==> src/rtl/q_arbiter.sv <==
// q_arbiter: round-robin arbiter that time-shares one q_flop sampler between
// N requesters. The owner's data bit is driven into the q_flop. After a settle
// delay the sample strobe is raised. The synchronized ack is awaited with a
// timeout. The resolved value is returned to the owner with a one-cycle done
// pulse.
//
// Ports
//   clk        in   system clock, all state changes on its rising edge
//   rst        in   asynchronous active-low reset
//   req        in   [N] per-requester sample request (level)
//   req_data   in   [N] per-requester data bit to resolve
//   grant      out  [N] one-hot current owner, zero when idle
//   done       out  [N] one-cycle pulse to the owner when result is valid
//   result     out  resolved value, valid while done is nonzero
//   timeout    out  pulse with done when the q_flop did not ack in time
//   busy       out  high in every state except IDLE
//   qf_data    out  data bit driven into the q_flop
//   qf_sample  out  sample strobe to the q_flop clock generator
//   qf_ack     in   q_flop ack (asynchronous)
//   qf_out     in   q_flop output (asynchronous)
//
// state    | meaning
// ---------+-------------------------------------------------------------
// IDLE     | arbitrate among req, starting at the round-robin pointer
// SETUP    | qf_data held stable for SETTLE cycles before sampling
// SAMPLE   | qf_sample high, waiting for ack_s or the TMO count
// CAPTURE  | one cycle: done/result/timeout presented to the owner
// RELEASE  | qf_sample low, waiting for ack_s to fall or the TMO count
module q_arbiter #(
    parameter int N      = 4,
    parameter int TMO    = 15,
    parameter int SETTLE = 2
) (
    input  logic         clk,
    input  logic         rst,
    input  logic [N-1:0] req,
    input  logic [N-1:0] req_data,
    output logic [N-1:0] grant,
    output logic [N-1:0] done,
    output logic         result,
    output logic         timeout,
    output logic         busy,
    output logic         qf_data,
    output logic         qf_sample,
    input  logic         qf_ack,
    input  logic         qf_out
);

    localparam int CW = $clog2(TMO + 1);
    localparam int PW = $clog2(N);
    localparam logic [CW-1:0] TMO_LAST = CW'(TMO - 1);

    typedef enum logic [2:0] {
        S_IDLE,
        S_SETUP,
        S_SAMPLE,
        S_CAPTURE,
        S_RELEASE
    } state_t;

    state_t        r_state;
    logic [PW-1:0] r_ptr;
    logic [PW-1:0] r_owner;
    logic [CW-1:0] r_cnt;
    logic [3:0]    r_settle;
    logic          r_ack_1, r_ack_s;
    logic          r_out_1, r_out_s;
    logic [N-1:0]  r_grant;
    logic [N-1:0]  r_done;
    logic          r_result;
    logic          r_timeout;
    logic          r_busy;
    logic          r_qf_data;
    logic          r_qf_sample;

    logic          w_found;
    logic [PW-1:0] w_pick;
    logic [PW-1:0] w_idx;
    logic [PW-1:0] w_ptr_next;
    logic [N-1:0]  w_one;

    // First requester at or after r_ptr, wrapping modulo N.
    always_comb begin
        w_found = 1'b0;
        w_pick  = '0;
        w_idx   = '0;
        for (int i = 0; i < N; i++) begin
            w_idx = PW'((int'(r_ptr) + i) % N);
            if (!w_found && req[w_idx]) begin
                w_found = 1'b1;
                w_pick  = w_idx;
            end
        end
    end

    assign w_ptr_next = (r_owner == PW'(N - 1)) ? '0 : r_owner + 1'b1;
    assign w_one      = {{(N-1){1'b0}}, 1'b1};

    always_ff @(posedge clk or negedge rst) begin
        if (!rst) begin
            r_state     <= S_IDLE;
            r_ptr       <= '0;
            r_owner     <= '0;
            r_cnt       <= '0;
            r_settle    <= '0;
            r_ack_1     <= 1'b0;
            r_ack_s     <= 1'b0;
            r_out_1     <= 1'b0;
            r_out_s     <= 1'b0;
            r_grant     <= '0;
            r_done      <= '0;
            r_result    <= 1'b0;
            r_timeout   <= 1'b0;
            r_busy      <= 1'b0;
            r_qf_data   <= 1'b0;
            r_qf_sample <= 1'b0;
        end else begin
            r_ack_1   <= qf_ack;
            r_ack_s   <= r_ack_1;
            r_out_1   <= qf_out;
            r_out_s   <= r_out_1;
            // done/result/timeout are single-cycle unless CAPTURE is being entered
            r_done    <= '0;
            r_result  <= 1'b0;
            r_timeout <= 1'b0;
            case (r_state)
                S_IDLE: begin
                    r_cnt <= '0;
                    if (w_found) begin
                        r_state   <= S_SETUP;
                        r_owner   <= w_pick;
                        r_grant   <= w_one << w_pick;
                        r_qf_data <= req_data[w_pick];
                        r_busy    <= 1'b1;
                        r_settle  <= 4'(SETTLE - 1);
                    end
                end
                S_SETUP: begin
                    if (r_settle == 4'd0) begin
                        r_state     <= S_SAMPLE;
                        r_qf_sample <= 1'b1;
                        r_cnt       <= '0;
                    end else begin
                        r_settle <= r_settle - 1'b1;
                    end
                end
                S_SAMPLE: begin
                    // ack wins over the timeout when both land on the same edge
                    if (r_ack_s || r_cnt == TMO_LAST) begin
                        r_state     <= S_CAPTURE;
                        r_qf_sample <= 1'b0;
                        r_cnt       <= '0;
                        r_done      <= r_grant;
                        r_result    <= r_ack_s ? r_out_s : 1'b0;
                        r_timeout   <= !r_ack_s;
                    end else if (r_cnt != '1) begin
                        r_cnt <= r_cnt + 1'b1;
                    end
                end
                S_CAPTURE: begin
                    r_state <= S_RELEASE;
                    r_cnt   <= '0;
                end
                S_RELEASE: begin
                    if (!r_ack_s || r_cnt == TMO_LAST) begin
                        r_state   <= S_IDLE;
                        r_cnt     <= '0;
                        r_grant   <= '0;
                        r_busy    <= 1'b0;
                        r_qf_data <= 1'b0;
                        r_ptr     <= w_ptr_next;
                    end else if (r_cnt != '1) begin
                        r_cnt <= r_cnt + 1'b1;
                    end
                end
                default: begin
                    r_state <= S_IDLE;
                end
            endcase
        end
    end

    assign grant     = r_grant;
    assign done      = r_done;
    assign result    = r_result;
    assign timeout   = r_timeout;
    assign busy      = r_busy;
    assign qf_data   = r_qf_data;
    assign qf_sample = r_qf_sample;

endmodule

==> config.mk <==
export PLATFORM = sky130hd
export DESIGN_NAME = q_arbiter
export DESIGN_NICKNAME = d
export VERILOG_FILES = /design/src/rtl/q_arbiter.sv
export SDC_FILE = /design/constraint.sdc
export NUM_CORES = 1
export LEC_CHECK = 0
export ABC_AREA = 0
export CORE_MARGIN = 4
export CORE_UTILIZATION = 45
export CTS_CLUSTER_DIAMETER = 60
export CTS_CLUSTER_SIZE = 24
export DETAILED_ROUTE_END_ITERATION = 7
export PLACE_DENSITY = 0.72
export SLEW_MARGIN = 20
export SYNTH_ARGS = -nofsm -noshare
export SYNTH_HDL_FRONTEND = slang
export SYNTH_SLANG_ARGS = --single-unit
export TNS_END_PERCENT = 5
==> constraint.sdc <==
create_clock -name clk -period 4.8 [get_ports clk]
set_input_delay 0.48 -clock clk [delete_from_list [all_inputs] [get_ports clk]]
set_output_delay 0.48 -clock clk [all_outputs]
set_load 0.1 [all_outputs]
==> load_flow_metrics.sql, run 1 <==
INSERT INTO impl_metrics (metric_group, metric, value, unit) VALUES
('floorplanning', 'fp.coreArea', '0.00315', 'sq mm'),
('cells_and_area', 'nNetsFinal', '194', ''),
('yosys', 'ys_seq_elements', '32', ''),
('job', 'timing.max_cap.violations', '0', ''),
('grt', 'grt_usage', '15.7', '%'),
('critical_path', 'worst_setup_path_startpoint', 'qf_data', ''),
('run_status', 'outcome', 'finished, final reports clean', ''),
('power_and_ir_drop', 'design_power_total', '1.18', 'mW'),
('critical_path', 'cp_top_family', 'buffers and inverters', ''),
('critical_path', 'regToRegStartpoint', 'r_state[2]', ''),
('clock_tree', 'ctsLongestPathBuffers', '2', ''),
('critical_path', 'r2r_setup_slack', '2990', 'ps'),
('place', 'finalWeightedCongestion', '0.842', ''),
('sta', 'final_max_slew_viol_count', '0', ''),
('floorplanning', 'floorplan.die.height', '66.2', 'um'),
('grt', 'first_global_vias', '1134', ''),
('detailed_routing', 'drt-met1-wl', '1340', 'um'),
('critical_path', 'setup.worst_path.class', 'flip-flop to output port', ''),
('sta', 'finClkSkew', '8.94', 'ps'),
('floorplanning', 'design.die.area', '0.00438', 'sq mm'),
('sta', 'max-slew-margin-rel', '34.0', '%'),
('critical_path', 'reg2reg_depth', '3', ''),
('detailed_routing', 'met3_wirelength', '165', 'um'),
('detailed_routing', 'drt_drc_violations_left', '0', ''),
('critical_path', 'cell_chain_critical_path', 'clkdlybuf4s50_1', ''),
('detailed_routing', 'via_count', '1165', ''),
('clock_tree', 'path_clk_slew', '100', 'ps'),
('place', 'dp.final_hpwl', '2160', 'um'),
('sta', 'finalWorstPathRequiredPeriod', '2350', 'ps'),
('clock_tree', 'tritoncts_clock_tree', 'yes', ''),
('clock_tree', 'total_of_hold_buffers_inserted_after_clock_tree_synthesis', '0', ''),
('detailed_routing', 'routedWlPerCell', '13.4', 'um'),
('sta', 'rsz0062_at_grt', 'false', ''),
('floorplanning', 'io_pins', '25', ''),
('clock_tree', 'cts_buf_count', '5', ''),
('clock_tree', 'post_cts_resize_count', '0', ''),
('grt', 'grt_first_pass_wirelength', '5060', 'um'),
('critical_path', 'endpoint', 'qf_data', ''),
('critical_path', 'worstSetupEndpointType', 'output port', ''),
('detailed_routing', 'met2_wirelength', '1410', 'um'),
('sta', 'final-setup-viol-count', '0', ''),
('floorplanning', 'floorplan.rows', '20', ''),
('yosys', 'netlist-cell-type-count', '40', ''),
('sta', 'final_critical_path_setup_slack', '2450', 'ps'),
('detailed_routing', 'post_route_ant_nets', '0', ''),
('critical_path', 'critical_path_max_stage_delay', '1140', 'ps'),
('detailed_routing', 'drt_first_iter_violations', '51', ''),
('power_and_ir_drop', 'power-per-cell-area', '636', 'mW/mm^2'),
('yosys', 'postSynthNetCount', '166', ''),
('place', 'portBuffers', '24', ''),
('cells_and_area', 'syn_to_final_growth', '22.1', '%'),
('clock_tree', 'clock-root-buffer', 'clkbuf_4', ''),
('yosys', 'syn_inst', '149', ''),
('yosys', 'synth-main-ff-cell', 'dfrtp_1', ''),
('detailed_routing', 'avgViaCountPerCell', '5.25', ''),
('yosys', 'synth_area_per_cell', '10.2', 'sq um'),
('grt', 'grt_max_degree', '33', ''),
('critical_path', 'timing.critical_path.slowest_stage_cell', 'clkdlybuf4s50_1', ''),
('clock_tree', 'cts_sinks', '32', ''),
('detailed_routing', 'top_signal_layer_used', 'met4', ''),
('critical_path', 'data_arrival_critical_path', '1870', 'ps'),
('critical_path', 'cp_num_cells', '1', ''),
('yosys', 'fraction_of_the_yosys_area_taken_by_sequential_cells', '52.6', '%'),
('worst_hold_path', 'holdCritPathClass', 'flip-flop to flip-flop', ''),
('cells_and_area', 'insertedDiodeCount', '0', ''),
('sta', 'finalCritPeriodShare', '48.9', '%'),
('cells_and_area', 'drive_above_1_share', '8.43', '%'),
('detailed_routing', 'wirelength', '2970', 'um'),
('yosys', 'syn_area', '0.00152', 'sq mm'),
('grt', 'grt-ovfl-total', '0', ''),
('critical_path', 'critical_path.startpoint_type', 'flip-flop', '');
-- worst min path at each step --
stage / slack, ps / endpoint / cells after the start / start
after detailed placement: 340 / r_ack_s / 0 / r_ack_1
after global placement: 330 / r_ack_s / 0 / r_ack_1
after CTS: 360 / r_ack_s / 0 / r_ack_1
final: 360 / r_ack_s / 0 / r_ack_1
after global routing: 370 / r_ack_s / 0 / r_ack_1
after floorplan: 180 / busy / 0 / rst
-- Yosys cell counts (all sizes together), types with 2 or more instances --
cell type	n	area share, %
a21boi	2	0.99
a21oi	10	4.0
a31oi	2	0.82
and2	4	1.6
buf	3	1.6
dfrtp	32	53
ha	5	4.1
inv	8	2.0
mux2	2	1.5
mux2i	4	2.6
nand2	19	4.7
nand2b	3	1.2
nand3	8	2.6
nor2	9	2.2
nor3	3	0.99
nor4	2	1.2
o21ai	10	3.3
o22ai	3	1.2
o31ai	2	0.99
or3b	2	1.2
xor2	2	1.2
-- kinds of logic after synthesis --
group | count (synthesis) | share of synthesized area, %
adder cells (fa/ha/maj) | 5 | 4.11
AO/OA/AOI/OAI | 34 | 14.5
XOR/XNOR | 2 | 1.15
multiplexers | 6 | 4.11
AND/OR/NAND/NOR | 58 | 19.8
buffers and inverters | 12 | 3.78
flip-flops | 32 | 52.6
-- layout by cell type, fill, tap and decap left out, drive strengths merged, types with 2 or more instances in the layout --
cell / synthesis / final
mux2i: 4 / 4
clkinv: 0 / 2
o22ai: 3 / 3
nor3: 3 / 3
o21ai: 10 / 10
nor4: 2 / 2
nand2: 19 / 19
dfrtp: 32 / 32
or3b: 2 / 2
a21boi: 2 / 2
o31ai: 2 / 2
mux2: 2 / 2
xor2: 2 / 2
a21oi: 10 / 10
inv: 8 / 8
nand2b: 3 / 3
nand3: 8 / 8
a31oi: 2 / 2
clkdlybuf4s50: 0 / 24
and2: 4 / 4
clkbuf: 1 / 6
ha: 5 / 5
nor2: 9 / 9
-- metrics by stage --
stage / std cells / cell area, sq um / hold WS (ps)
floorplan: 149 / 1520 / 184
global placement: 214 / 1800 / 332
detailed placement: 214 / 1800 / 336
CTS: 222 / 1860 / 359
global route: 222 / 1860 / 372
finish: 222 / 1860 / 357
-- routing by layer --
metal  vias to the layer above  track usage, %
li1                        577               -
met1                       553            18.7
met2                        31            25.3
met3                         4            5.78
met4                         0            6.60
met5                         -               0
-- worst reg2reg max path: cells and delay by family (launching register included) --
kind	cells	cell delay (ps)
compound gates	1	70
simple gates	2	1180
flops	1	500
-- cell type report --
class | count | area [sq um]
Fill cell | 276 | 1290
Sequential cell | 32 | 801
Multi-Input combinational cell | 105 | 664
Timing Repair Buffer | 25 | 248
Tap cell | 44 | 55.1
Clock buffer | 6 | 51.3
Inverter | 8 | 30.0
Clock inverter | 2 | 10.0
-- registers in the layout, indices dropped and copies added (netlist names) --
register / count
busy: 1
timeout: 1
r_cnt: 4
r_ack_s: 1
qf_sample: 1
r_ack_1: 1
r_owner: 2
r_out_s: 1
r_out_1: 1
grant: 4
result: 1
qf_data: 1
r_ptr: 2
r_settle: 4
done: 4
r_state: 3
-- where the power goes --
part | switching (mW) | internal, mW | total, mW
Sequential | 0.0807 | 0.347 | 0.427
Combinational | 0.412 | 0.183 | 0.594
Clock | 0.0912 | 0.0696 | 0.161
Total | 0.584 | 0.599 | 1.18
No activity file was read; power rests on OpenSTA's default activity.
==> run 2, diff against run 1 <==
--- a/config.mk
+++ b/config.mk
@@ -11,7 +11,7 @@
 export CTS_CLUSTER_DIAMETER = 60
 export CTS_CLUSTER_SIZE = 24
 export DETAILED_ROUTE_END_ITERATION = 7
-export PLACE_DENSITY = 0.72
+export PLACE_DENSITY = 0.75
 export SLEW_MARGIN = 20
 export SYNTH_ARGS = -nofsm -noshare
 export SYNTH_HDL_FRONTEND = slang
==> constraint.sdc (replaced) <==
create_clock -name clk -period 1.9 [get_ports clk]
set_input_delay 0.19 -clock clk [delete_from_list [all_inputs] [get_ports clk]]
set_output_delay 0.19 -clock clk [all_outputs]
set_load 0.1 [all_outputs]
==> run 2 against run 1 <==
Register-to-register slack got worse by 2800 ps. Hold slack got worse by 120 ps. Combinational power increased to 2.6 times the previous value. Non-clock buffer count increased by 5. Clock skew about the same. First-iteration DRC count increased by 49%. Die area unchanged. Routed wire length increased by 6.2%. Flip-flop and latch count unchanged. Critical path depth increased by 4. Sequential power increased to 2.6 times the previous value. Critical path type is now flip-flop to flip-flop.
==> load_flow_metrics.sql, run 2 (same netlist as run 1, synthesis figures left out) <==
INSERT INTO impl_metrics (metric_group, metric, value, unit) VALUES
('sta', 'max_clock_freq', '0.572', 'GHz'),
('critical_path', 'r2r_setup_slack', '150', 'ps'),
('cells_and_area', 'drive_above_1_share', '18.0', '%'),
('grt', 'grt_usage', '17.2', '%'),
('sta', 'finalHoldViolations', '0', ''),
('clock_tree', 'post_cts_resize_count', '0', ''),
('floorplanning', 'fp.dieW', '66.2', 'um'),
('clock_tree', 'total_of_hold_buffers_inserted_after_clock_tree_synthesis', '0', ''),
('clock_tree', 'cts_htree_levels', '2', ''),
('place', 'placedCellCount', '219', ''),
('floorplanning', 'io_pins', '25', ''),
('sta', 'worst-slew-pin-transition', '538', 'ps'),
('job', 'timing.max_cap.violations', '0', ''),
('detailed_routing', 'wirelength', '3150', 'um'),
('place', 'dp.final_hpwl', '2370', 'um'),
('detailed_routing', 'drt_first_iter_violations', '76', ''),
('floorplanning', 'floorplan.die.height', '66.2', 'um'),
('power_and_ir_drop', 'ir_drop', '0.928', 'mV'),
('cells_and_area', 'final_util', '59.3', '%'),
('floorplanning', 'start_util', '48.3', '%'),
('grt', 'grt_max_degree', '33', ''),
('power_and_ir_drop', 'p_leak', '0.865', 'nW'),
('cells_and_area', 'finalNonFillerCells', '227', ''),
('grt', 'grt_antenna_before_repair', '0', ''),
('sta', 'finClkSkew', '8.46', 'ps'),
('sta', 'whs', '240', 'ps'),
('clock_tree', 'tritoncts_clock_tree', 'yes', ''),
('sta', 'finalWorstPathRequiredPeriod', '1750', 'ps'),
('cells_and_area', 'commonest_cells_after_routing_fill_and_taps_aside', '31 x dfrtp_1, 19 x nand2_1, 19 x buf_4', ''),
('detailed_routing', 'drt_drc_violations_left', '0', ''),
('grt', 'first_global_vias', '1236', ''),
('critical_path', 'worst_setup_path_startpoint', 'r_state[2]', ''),
('cells_and_area', 'insertedDiodeCount', '0', ''),
('cells_and_area', 'nNetsFinal', '199', ''),
('power_and_ir_drop', 'power-per-cell-area', '1610', 'mW/mm^2'),
('critical_path', 'critical_path_max_stage_delay', '500', 'ps'),
('clock_tree', 'cts_sinks', '32', ''),
('sta', 'final_max_slew_viol_count', '0', ''),
('critical_path', 'reg2reg_depth', '5', ''),
('critical_path', 'worstSetupEndpointType', 'flip-flop', ''),
('grt', 'grt_first_pass_wirelength', '5580', 'um'),
('critical_path', 'data_arrival_critical_path', '2000', 'ps'),
('sta', 'rsz0062_at_grt', 'false', ''),
('critical_path', 'timing.critical_path.slowest_stage_cell', 'dfrtp_2', ''),
('critical_path', 'timing.critical_path.fanout_max', '12', ''),
('detailed_routing', 'avgViaCountPerCell', '5.42', ''),
('sta', 'finalCritPeriodShare', '91.9', '%'),
('critical_path', 'timing.critical_path.required', '2150', 'ps'),
('clock_tree', 'cts_setup_buffers', '0', ''),
('floorplanning', 'design.die.area', '0.00438', 'sq mm'),
('grt', 'grt-ovfl-total', '0', ''),
('clock_tree', 'path_clk_slew', '90', 'ps'),
('worst_hold_path', 'holdCritPathClass', 'input pin to asynchronous set/reset pin', ''),
('place', 'portBuffers', '24', ''),
('detailed_routing', 'routedWlPerCell', '13.9', 'um'),
('place', 'preCtsSetupSlack', '-122', 'ps'),
('detailed_routing', 'post_route_ant_nets', '0', ''),
('place', 'dpl-instance-area', '0.00180', 'sq mm'),
('clock_tree', 'ctsLongestPathBuffers', '2', ''),
('critical_path', 'critical_path.startpoint_type', 'flip-flop', ''),
('critical_path', 'cp_top_family', 'compound AO/OA/AOI/OAI gates', ''),
('critical_path', 'crit-reg2reg-capture', 'r_cnt[1]', ''),
('floorplanning', 'fp.coreArea', '0.00315', 'sq mm'),
('critical_path', 'timing.critical_path.buf_inv', '0', ''),
('sta', 'final_critical_path_setup_slack', '153', 'ps'),
('cells_and_area', 'layout_commonest_cell', 'dfrtp_1', ''),
('cells_and_area', 'finalInstanceArea', '0.00187', 'sq mm'),
('clock_tree', 'cts_buf_count', '5', ''),
('critical_path', 'cell_chain_critical_path', 'or3b_1 > a21oi_4 > a21oi_1 > a21boi_1 > o22ai_1', ''),
('clock_tree', 'clock-root-buffer', 'clkbuf_4', ''),
('detailed_routing', 'via_count', '1231', ''),
('floorplanning', 'floorplan.rows', '20', ''),
('critical_path', 'setup.worst_path.class', 'flip-flop to flip-flop', ''),
('sta', 'max-slew-margin-rel', '63.8', '%'),
('place', 'finalWeightedCongestion', '0.794', ''),
('critical_path', 'regToRegStartpoint', 'r_state[2]', ''),
('detailed_routing', 'drt_pass_1_iters', '4', ''),
('clock_tree', 'clk_latency', '330', 'ps'),
('sta', 'setup-tns-final', '0', 'ps'),
('power_and_ir_drop', 'design_power_total', '3.01', 'mW'),
('run_status', 'outcome', 'finished, final reports clean', ''),
('sta', 'final-setup-viol-count', '0', ''),
('cells_and_area', 'syn_to_final_growth', '22.8', '%');
==> run 2: cell types whose count changed in the layout (fill, tap and decap cells not counted) <==
cell | before | now
nor4_2 | 1 | 2
dfrtp_2 | 0 | 1
clkinv_2 | 2 | 0
nor4_1 | 1 | 0
dfrtp_1 | 32 | 31
clkdlybuf4s50_1 | 24 | 11
clkbuf_1 | 0 | 2
buf_4 | 1 | 19
==> run 2: worst max-delay path by stage <==
| stage | to | slack (ps) | cells past startpoint |
|---|---|---|---|
| 6_report | r_cnt[1] | 150 | 5 |
| 5_1_grt | r_cnt[0] | 50 | 5 |
| 4_1_cts | grant[1] | 100 | 3 |
| 3_5_place_dp | grant[1] | -120 | 5 |
| 3_3_place_gp | qf_data | 30 | 5 |
| 2_1_floorplan | qf_data | 290 | 5 |
==> run 2: layer usage <==
metal / track usage [%] / vias to the layer above / wire length, um
li1: - / 587 / -
met1: 18.9 / 607 / 1300
met2: 30.0 / 30 / 1680
met3: 6.29 / 7 / 130
met4: 6.60 / 0 / 48
met5: 0 / - / 0
==> run 2: area by class of cell <==
class | count | area (sq um)
Multi-Input combinational cell | 105 | 671
Tap cell | 44 | 55.1
Timing Repair Buffer | 30 | 253
Fill cell | 285 | 1280
Clock buffer | 8 | 58.8
Sequential cell | 32 | 802
Inverter | 8 | 30.0
==> run 2: power by group <==
group          total [mW]  switching (mW)  internal, mW
Combinational        1.52            1.04         0.474
Clock               0.399           0.217         0.182
Sequential           1.09           0.216         0.878
